## src/rtl/wshb_arb_pkg.sv

```systemverilog
// rtl/wshb_arb_pkg.sv - shared types and round-robin helper for the Wishbone N-master arbiter.
package wshb_arb_pkg;

  typedef enum logic {
    IDLE = 1'b0,
    BUSY = 1'b1
  } arb_state_t;

  localparam int MAX_MASTERS     = 8;
  localparam int IDX_W           = 3;
  localparam int TIMEOUT_DEFAULT = 1024;

  function automatic int to_cnt_w(input int t);
    return (t > 2) ? $clog2(t) : 1;
  endfunction

  localparam int TIMEOUT_CNT_W = to_cnt_w(TIMEOUT_DEFAULT);

  // One-hot winner: first asserted request at or after last+1, wrapping modulo n.
  function automatic logic [MAX_MASTERS-1:0] rr_pick(input logic [MAX_MASTERS-1:0] req,
                                                     input logic [IDX_W-1:0] last,
                                                     input int n);
    logic [MAX_MASTERS-1:0] win;
    logic [IDX_W-1:0]       sel;
    logic                   found;
    win   = '0;
    found = 1'b0;
    for (int k = 1; k <= MAX_MASTERS; k++) begin
      if (k <= n) begin
        sel = IDX_W'((int'(last) + k) % n);
        if (!found && req[sel]) begin
          win[sel] = 1'b1;
          found    = 1'b1;
        end
      end
    end
    return win;
  endfunction

endpackage

```

## src/rtl/wshb_arbiter_n_rr_pointer.sv

```systemverilog
// rtl/wshb_arbiter_n_rr_pointer.sv - rotating-priority core: holds the last served index and picks the next winner.
module rr_pointer
  import wshb_arb_pkg::*;
#(
  parameter int N = 2
) (
  input  logic         clk,
  input  logic         reset_n,
  input  logic [N-1:0] req,
  input  logic         load,
  output logic [N-1:0] winner
);

  logic [IDX_W-1:0]       last_q;
  logic [IDX_W-1:0]       win_idx;
  logic [MAX_MASTERS-1:0] req_ext;
  logic [MAX_MASTERS-1:0] pick;

  always_comb begin
    req_ext        = '0;
    req_ext[N-1:0] = req;
  end

  assign pick   = rr_pick(req_ext, last_q, N);
  assign winner = pick[N-1:0];

  always_comb begin
    win_idx = '0;
    for (int i = 0; i < N; i++) begin
      if (pick[i]) win_idx = IDX_W'(i);
    end
  end

  // Reset points at the highest index so master 0 is first in line.
  always_ff @(posedge clk or negedge reset_n) begin
    if (!reset_n) begin
      last_q <= IDX_W'(N - 1);
    end else if (load && (|req)) begin
      last_q <= win_idx;
    end
  end

endmodule

```

## src/rtl/wshb_arbiter_n.sv

```systemverilog
// rtl/wshb_arbiter_n.sv - round-robin N-master Wishbone arbiter, grant held per cyc; WSHB_ARB_TIMEOUT_EN adds stall timeout.
module wshb_arbiter_n
  import wshb_arb_pkg::*;
#(
  parameter int NB_MASTERS = 2,
  parameter int DATA_BYTES = 2,
  parameter int ADDR_W     = 32,
  parameter int ADDR_SHIFT = 1,
  parameter int TIMEOUT    = 1024
) (
  input  logic                           clk,
  input  logic                           reset_n,
  input  logic [NB_MASTERS-1:0]          m_cyc,
  input  logic [NB_MASTERS-1:0]          m_stb,
  input  logic [NB_MASTERS-1:0]          m_we,
  input  logic [NB_MASTERS*ADDR_W-1:0]   m_adr,
  input  logic [NB_MASTERS*8*DATA_BYTES-1:0] m_dat_ms,
  input  logic [NB_MASTERS*DATA_BYTES-1:0] m_sel,
  output logic [8*DATA_BYTES-1:0]        m_dat_sm,
  output logic [NB_MASTERS-1:0]          m_ack,
  output logic [NB_MASTERS-1:0]          m_rty,
  output logic                           s_cyc,
  output logic                           s_stb,
  output logic                           s_we,
  output logic [ADDR_W-1:0]              s_adr,
  output logic [8*DATA_BYTES-1:0]        s_dat_ms,
  output logic [DATA_BYTES-1:0]          s_sel,
  input  logic [8*DATA_BYTES-1:0]        s_dat_sm,
  input  logic                           s_ack,
  input  logic                           s_rty,
  output logic [NB_MASTERS-1:0]          grant_o
`ifdef WSHB_ARB_TIMEOUT_EN
  ,
  output logic                           timeout_o
`endif
);

  localparam int DW = 8 * DATA_BYTES;

  arb_state_t              state, state_nx;
  logic [NB_MASTERS-1:0]   grant, grant_nx;
  logic [NB_MASTERS-1:0]   winner;
  logic                    load;
  logic                    to_hit;

  logic                    g_cyc, g_stb, g_we;
  logic [ADDR_W-1:0]       g_adr;
  logic [DW-1:0]           g_dat;
  logic [DATA_BYTES-1:0]   g_sel;

  rr_pointer #(.N(NB_MASTERS)) u_rr (
    .clk    (clk),
    .reset_n(reset_n),
    .req    (m_cyc),
    .load   (load),
    .winner (winner)
  );

  // Grant is zero outside BUSY, so the mux also zeroes the slave port when idle.
  always_comb begin
    g_cyc = 1'b0;
    g_stb = 1'b0;
    g_we  = 1'b0;
    g_adr = '0;
    g_dat = '0;
    g_sel = '0;
    for (int i = 0; i < NB_MASTERS; i++) begin
      if (grant[i]) begin
        g_cyc = m_cyc[i];
        g_stb = m_stb[i];
        g_we  = m_we[i];
        g_adr = m_adr[i*ADDR_W +: ADDR_W];
        g_dat = m_dat_ms[i*DW +: DW];
        g_sel = m_sel[i*DATA_BYTES +: DATA_BYTES];
      end
    end
  end

  assign s_cyc    = g_cyc & ~to_hit;
  assign s_stb    = g_stb & ~to_hit;
  assign s_we     = g_we;
  assign s_adr    = g_adr << ADDR_SHIFT;
  assign s_dat_ms = g_dat;
  assign s_sel    = g_sel;
  assign m_dat_sm = s_dat_sm;
  assign grant_o  = grant;

  // Late acks after the owner dropped cyc are swallowed here.
  always_comb begin
    m_ack = '0;
    m_rty = '0;
    for (int i = 0; i < NB_MASTERS; i++) begin
      if (grant[i] && m_cyc[i]) begin
        m_ack[i] = s_ack;
        m_rty[i] = s_rty | to_hit;
      end
    end
  end

  always_comb begin
    state_nx = state;
    grant_nx = grant;
    load     = 1'b0;
    case (state)
      IDLE: begin
        grant_nx = '0;
        if (|m_cyc) begin
          state_nx = BUSY;
          grant_nx = winner;
          load     = 1'b1;
        end
      end
      BUSY: begin
        if (!g_cyc || to_hit) begin
          state_nx = IDLE;
          grant_nx = '0;
        end
      end
      default: begin
        state_nx = IDLE;
        grant_nx = '0;
      end
    endcase
  end

  always_ff @(posedge clk or negedge reset_n) begin
    if (!reset_n) begin
      state <= IDLE;
      grant <= '0;
    end else begin
      state <= state_nx;
      grant <= grant_nx;
    end
  end

`ifdef WSHB_ARB_TIMEOUT_EN
  localparam int CNT_W = to_cnt_w(TIMEOUT);

  logic [CNT_W-1:0] to_cnt;

  assign to_hit = (state == BUSY) && g_cyc && g_stb && !s_ack &&
                  (to_cnt == CNT_W'(TIMEOUT - 1));

  always_ff @(posedge clk or negedge reset_n) begin
    if (!reset_n) begin
      to_cnt    <= '0;
      timeout_o <= 1'b0;
    end else begin
      if ((state != BUSY) || s_ack || to_hit) begin
        to_cnt <= '0;
      end else if (g_stb) begin
        to_cnt <= to_cnt + 1'b1;
      end
      if (to_hit) timeout_o <= 1'b1;
    end
  end
`else
  logic unused_timeout;
  assign to_hit         = 1'b0;
  assign unused_timeout = |TIMEOUT;
`endif

endmodule

```

## config.mk

```make
export PLATFORM = sky130hd
export DESIGN_NAME = wshb_arbiter_n
export DESIGN_NICKNAME = d
export VERILOG_FILES = /design/src/rtl/wshb_arb_pkg.sv /design/src/rtl/wshb_arbiter_n_rr_pointer.sv /design/src/rtl/wshb_arbiter_n.sv
export SDC_FILE = /design/constraint.sdc
export NUM_CORES = 1
export LEC_CHECK = 0
export ABC_AREA = 1
export CORE_AREA = 2 2 77 79
export CTS_CLUSTER_DIAMETER = 150
export DETAILED_ROUTE_END_ITERATION = 10
export DIE_AREA = 0 0 79 81
export GPL_TIMING_DRIVEN = 0
export PLACE_DENSITY = 0.8
export SLEW_MARGIN = 0
export SYNTH_ARGS = -nofsm -noshare
export SYNTH_HDL_FRONTEND = slang
export SYNTH_SLANG_ARGS = --single-unit
```

## constraint.sdc

```tcl
create_clock -name clk -period 1.6 [get_ports clk]
set_clock_uncertainty 0.15 [all_clocks]
set_input_delay 0.32 -clock clk [delete_from_list [all_inputs] [get_ports clk]]
set_output_delay 0.32 -clock clk [all_outputs]
set_load 0.01 [all_outputs]
```

# ---- Word level (Yosys, flattened, before mapping)
# Index checks and enable logic that the tools add are counted.
dict set report classes {
  add_sub_neg 2
  mul 0
  n_div 0
  order_cmp 4
  n_eq_ne 1
  shift 0
  n_mux 35
  bitwise_logic 4
  n_reduce_logical 8
}
# operator n
set op_table {}
lappend op_table {{31-bit 2-to-1 mux} 2}
lappend op_table {{16-bit 2-to-1 mux} 2}
lappend op_table {{1-bit 2-to-1 mux} 19}
lappend op_table {{2-bit 2-to-1 mux} 6}
lappend op_table {{3-bit by 4-bit less-than comparator with 1-bit output (second input constant)} 2}
lappend op_table {{3-bit by 1-bit greater-or-equal comparator with 1-bit output (second input constant)} 2}
lappend op_table {{1-bit logical AND} 6}
lappend op_table {{1-bit binary-select mux with 2-bit select} 2}
lappend op_table {{1-bit demux with 2-bit select} 2}
lappend op_table {{2-bit case mux with 2 select lines} 1}
lappend op_table {{1-bit adder (second input constant)} 2}
lappend op_table {{1-bit bitwise AND (first input constant)} 2}
lappend op_table {{2-bit != test (second input constant)} 1}
lappend op_table {{2-bit OR} 1}
lappend op_table {{1-bit case mux with 2 select lines} 1}
lappend op_table {{2-bit OR reduction} 1}
lappend op_table {{1-bit logical NOT} 1}
lappend op_table {{1-bit NOT} 1}
dict set report totals {
  ff_bits 4
  latchBits 0
  ram_bits 0
  rom_bits 0
  inputBits 126
  out_inout_bits 75
  wordCells 57
  memories 0
}

# ---- Logic depth before layout (Yosys ltp)
dict set report depth {
  ltp_word 11
  mapped_depth 6
  ltp_nobuf 5
}

# ---- By module
# Synthesis repeated with hierarchy kept, for this count alone.
dict set report hier_totals {
  cells_unflattened 220
  area_unflattened_um2 1174.9
}
# mod n_inst cells_per_inst area_each_um2
set modules_own_cells {}
lappend modules_own_cells {wshb_arbiter_n 1 212 1113.6}
lappend modules_own_cells {rr_pointer 1 8 61.3}

# ---- Worst setup path before layout
# Ideal clock, no wire load.
dict set report synth_path {
  kind {register to output}
  start {register grant[1], in the netlist grant_o[1]}
  end {output s_adr[10]}
  t_arrival_ps 894
  slack_ps 236
  path_stages_with_launch 6
  path_buffers 2
  path_cell_list {dfrtp_1 > buf_6 > inv_8 > buf_6 > nand3_1 > nand2_1}
}
dict set report synth_via {
  elab_chain_cells 1
}
# element line
set synth_lines {}
lappend synth_lines {{start, declared} wshb_arbiter_n.sv:41} ;# logic [NB_MASTERS-1:0] grant, grant_nx;
lappend synth_lines {{start signal, assigned} wshb_arbiter_n.sv:132} ;# grant <= grant_nx;
lappend synth_lines {{31-bit 2-to-1 mux} wshb_arbiter_n.sv:68} ;# if (grant[i]) begin
lappend synth_lines {{end, declared} wshb_arbiter_n.sv:25} ;# output logic [ADDR_W-1:0] s_adr,
# Every way passes these cells.

# ---- Worst setup path after layout
dict set report layout_path {
  start {register grant[1], in the netlist grant_o[1]}
  end {output s_adr[21]}
}
# The elaborated chain is that of the path after synthesis.

==> results.toml <==
[finish]
multi_input_area_um2 = 870
syn2layout_area_growth_pct = 180
antennaDiodeCount = 0
nets = 539
fill_cells = 579
final_layout_size_suffix_gt1_share_pct = 33.3
finalNonFillerCells = 487
regArea_um2 = 101

[grt]
antenna_found_initial = 0
grt_max_degree = 11
grt_overflow = 0
grt_pass1_wl_um = 8840
first_global_vias = 1940
grtUsageTotal_pct = 16.9

[floorplanning]
die-area_um2 = 6400
num_io_pins = 201
die_h_um = 81
initial_core_util_pct = 20.1
dieWidth_um = 79
rows = 28
coreArea_um2 = 5680

[pwr]
combPwrFrac_pct = 87.8
switching_share_pct = 46.1
power-per-cell-area_nw_per_um2 = 1100
switchingPower_w = 0.00163
internal_power_w = 0.00190
p_leak_nw = 1.64
p_seq_share_pct = 5.5
clkPwrFrac_pct = 6.7
max-vdd-ir-drop_mv = 0.624
p_total_w = 0.00353

[route]
drc = 0
wirelength_um = 6180
postRouteAntennaNets = 0
first_pass_iters = 4
drtIter0Drc = 39
wl_per_cell_um = 12.7
viasPerCell = 4.28
vias = 2085

[clock_tree]
clk_path_buf_depth = 2
cts.clk_slew.worst_paths_ns = 0.04
cts_tree = "done"
worstSkewPairLatency_ns = 0.23
numCtsBuffers = 3
root_buffer = "clkbuf_8"
htreeDepth = 1
clock_sinks = 4

[placed_design]
dp.cells = 472
port_buffers = 181
dpl.hpwl_um = 4670
place_congestion = 0.796

[setup_path]
cp.arrival_ns = 1.29
r2r-start = "grant_o[1]$_DFFE_PN0P_"
cp_common_cell = "buf_12"
timing.critical_path.cells = "buf_6, clkinv_8, buf_12, buf_12, nand3_1, nand2_1, buf_2"
crit_slowest_cell = "dfrtp_1"
reg2reg_to = "grant_o[0]$_DFFE_PN0P_"
worst_ep_required_time_ns = 1.13
r2r_cells = 8
end_kind = "output pin"
worstSetupStartpointType = "flop"
worstSetupPathType = "flop to output pin"
reg2reg_slack_ns = 0.24
path_max_fanout = 10
critPathMaxStageDelay_ns = 0.35

[status]
violations = "negative setup slack"
status = "finished with violations"

[sta]
holdWs_ns = 0.146
hold_viol = 0
rsz0062_at_grt = "yes"
fmax_mhz = 567
setup_ws_ns = -0.165
slew_violations = 0
setup_violations = 54
period_share_pct = 110
period_needed_ns = 1.76

[flow_run]
cap_violations = 0

[yosys]
synthesis.nets = 342
yosysUniqueCellTypes = 15
synth_seq_cells = 4
postSynthCellCount = 216
yosysWarnings = 0
avgSynthCellArea_um2 = 5.28
synth_area_um2 = 1140
yosysSeqAreaShare_pct = 8.89

[hold_path]
hold_class = "input pin to asynchronous set/reset pin"
==> cell type report <==
class	instances	area share, %
repair buffers	193	54.4
multi-input cells	173	27.2
plain buffers	33	9.83
flip-flops and latches	4	3.17
well taps	75	2.94
clock buffers	4	1.41
inverters	5	0.979
==> Yosys cell counts <==
| master | count | area (um^2) |
|---|---|---|
| buf_4 | 28 | 210 |
| buf_6 | 6 | 67.6 |
| conb_1 | 1 | 3.75 |
| dfrtp_1 | 3 | 75.1 |
| dfstp_2 | 1 | 26.3 |
| inv_1 | 4 | 15.0 |
| inv_8 | 1 | 11.3 |
| nand2_1 | 107 | 402 |
| nand2_2 | 2 | 12.5 |
| nand3_1 | 53 | 265 |
| nand3_2 | 1 | 10.0 |
| nor2_1 | 5 | 18.8 |
| o211ai_1 | 1 | 7.51 |
| o21ai_0 | 2 | 10.0 |
| o21ai_1 | 1 | 5.00 |
==> per-layer routing <==
layer | vias up | global-route usage, % | part of all wire, % | routed length (um)
met5 | - | 0 | 0 | 0
met3 | 6 | 4.44 | 8.6 | 531
li1 | 1064 | - | - | -
met2 | 104 | 32.6 | 53 | 3280
met1 | 911 | 18.5 | 37 | 2300
met4 | 0 | 3.28 | 1.0 | 63
==> timing repair <==
action / 4_1_cts / 5_1_grt
gates resized for setup: 256 / 30
cloned: 5 / 0
pin swaps: 8 / 12
hold buffers: 0 / 0
buffers inserted: 7 / 1
setup endpoints to repair: 57 / 55
==> how the worst max path moves through the flow <==
stage / cells after the start / slack [ns] / endpoint / start
after floorplan: 5 / 0.24 / s_adr[10] / grant_o[1]$_DFFE_PN0P_
after global placement: 4 / -0.47 / m_ack[0] / m_cyc[0]
after detailed placement: 4 / -0.50 / m_ack[0] / m_cyc[0]
after CTS: 7 / -0.20 / s_adr[19] / grant_o[1]$_DFFE_PN0P_
after global routing: 7 / -0.24 / s_adr[23] / grant_o[1]$_DFFE_PN0P_
final: 7 / -0.16 / s_adr[21] / grant_o[1]$_DFFE_PN0P_
==> placed cells by master, fill, tap and decap left out <==
cell type,count
buf_12,5
buf_2,46
buf_4,25
buf_6,22
buf_8,1
clkbuf_1,1
clkbuf_8,3
clkdlybuf4s15_2,2
clkdlybuf4s50_1,121
clkinv_8,1
conb_1,1
dfrtp_1,3
dfstp_2,1
dlygate4sd2_1,3
dlymetal6s2s_1,1
inv_1,4
nand2_1,100
nand2_2,8
nand2_4,1
nand3_1,32
nand3_2,21
nand3_4,1
nor2_1,5
o211ai_1,1
o21ai_0,2
o21ai_1,1
==> power groups by stage <==
stage | combinational (W) | clock (W) | sequential [W]
finish | 0.00310 | 0.000238 | 0.000193
global placement | 0.00291 | 0 | 0.000190
detailed placement | 0.00293 | 0 | 0.000194
CTS | 0.00297 | 0.000240 | 0.000193
floorplan | 0.00139 | 0 | 0.000195
global route | 0.00336 | 0.000246 | 0.000203
==> cells by family after synthesis <==
family / synth area share [%]
AO/OA/AOI/OAI: 1.98
buffers and inverters: 26.7
other: 0.329
AND/OR/NAND/NOR: 62.1
flip-flops: 8.89
==> worst max-delay path, delay by kind of cell, from the launching register on <==
kind | cells | cell delay, ns
simple gates | 2 | 0.12
buf+inv | 5 | 0.60
flops | 1 | 0.35
==> stage by stage <==
step | setup WS, ns | setup TNS (ns) | cell area [um^2] | util, %
finish | -0.165 | -6.99 | 3190 | 56.3
detailed placement | -0.495 | -18.40 | 3050 | 53.7
global route | -0.236 | -10.48 | 3190 | 56.3
global placement | -0.466 | -17.93 | 3050 | 53.7
floorplan | 0.236 | 0 | 1140 | -
CTS | -0.198 | -7.81 | 3080 | 54.3
==> sequential cells by signal (all words and copies together) (netlist names) <==
register and count:
u_rr.last_q 1, grant_o 2, state 1
Power figures use the tool's default switching activity.
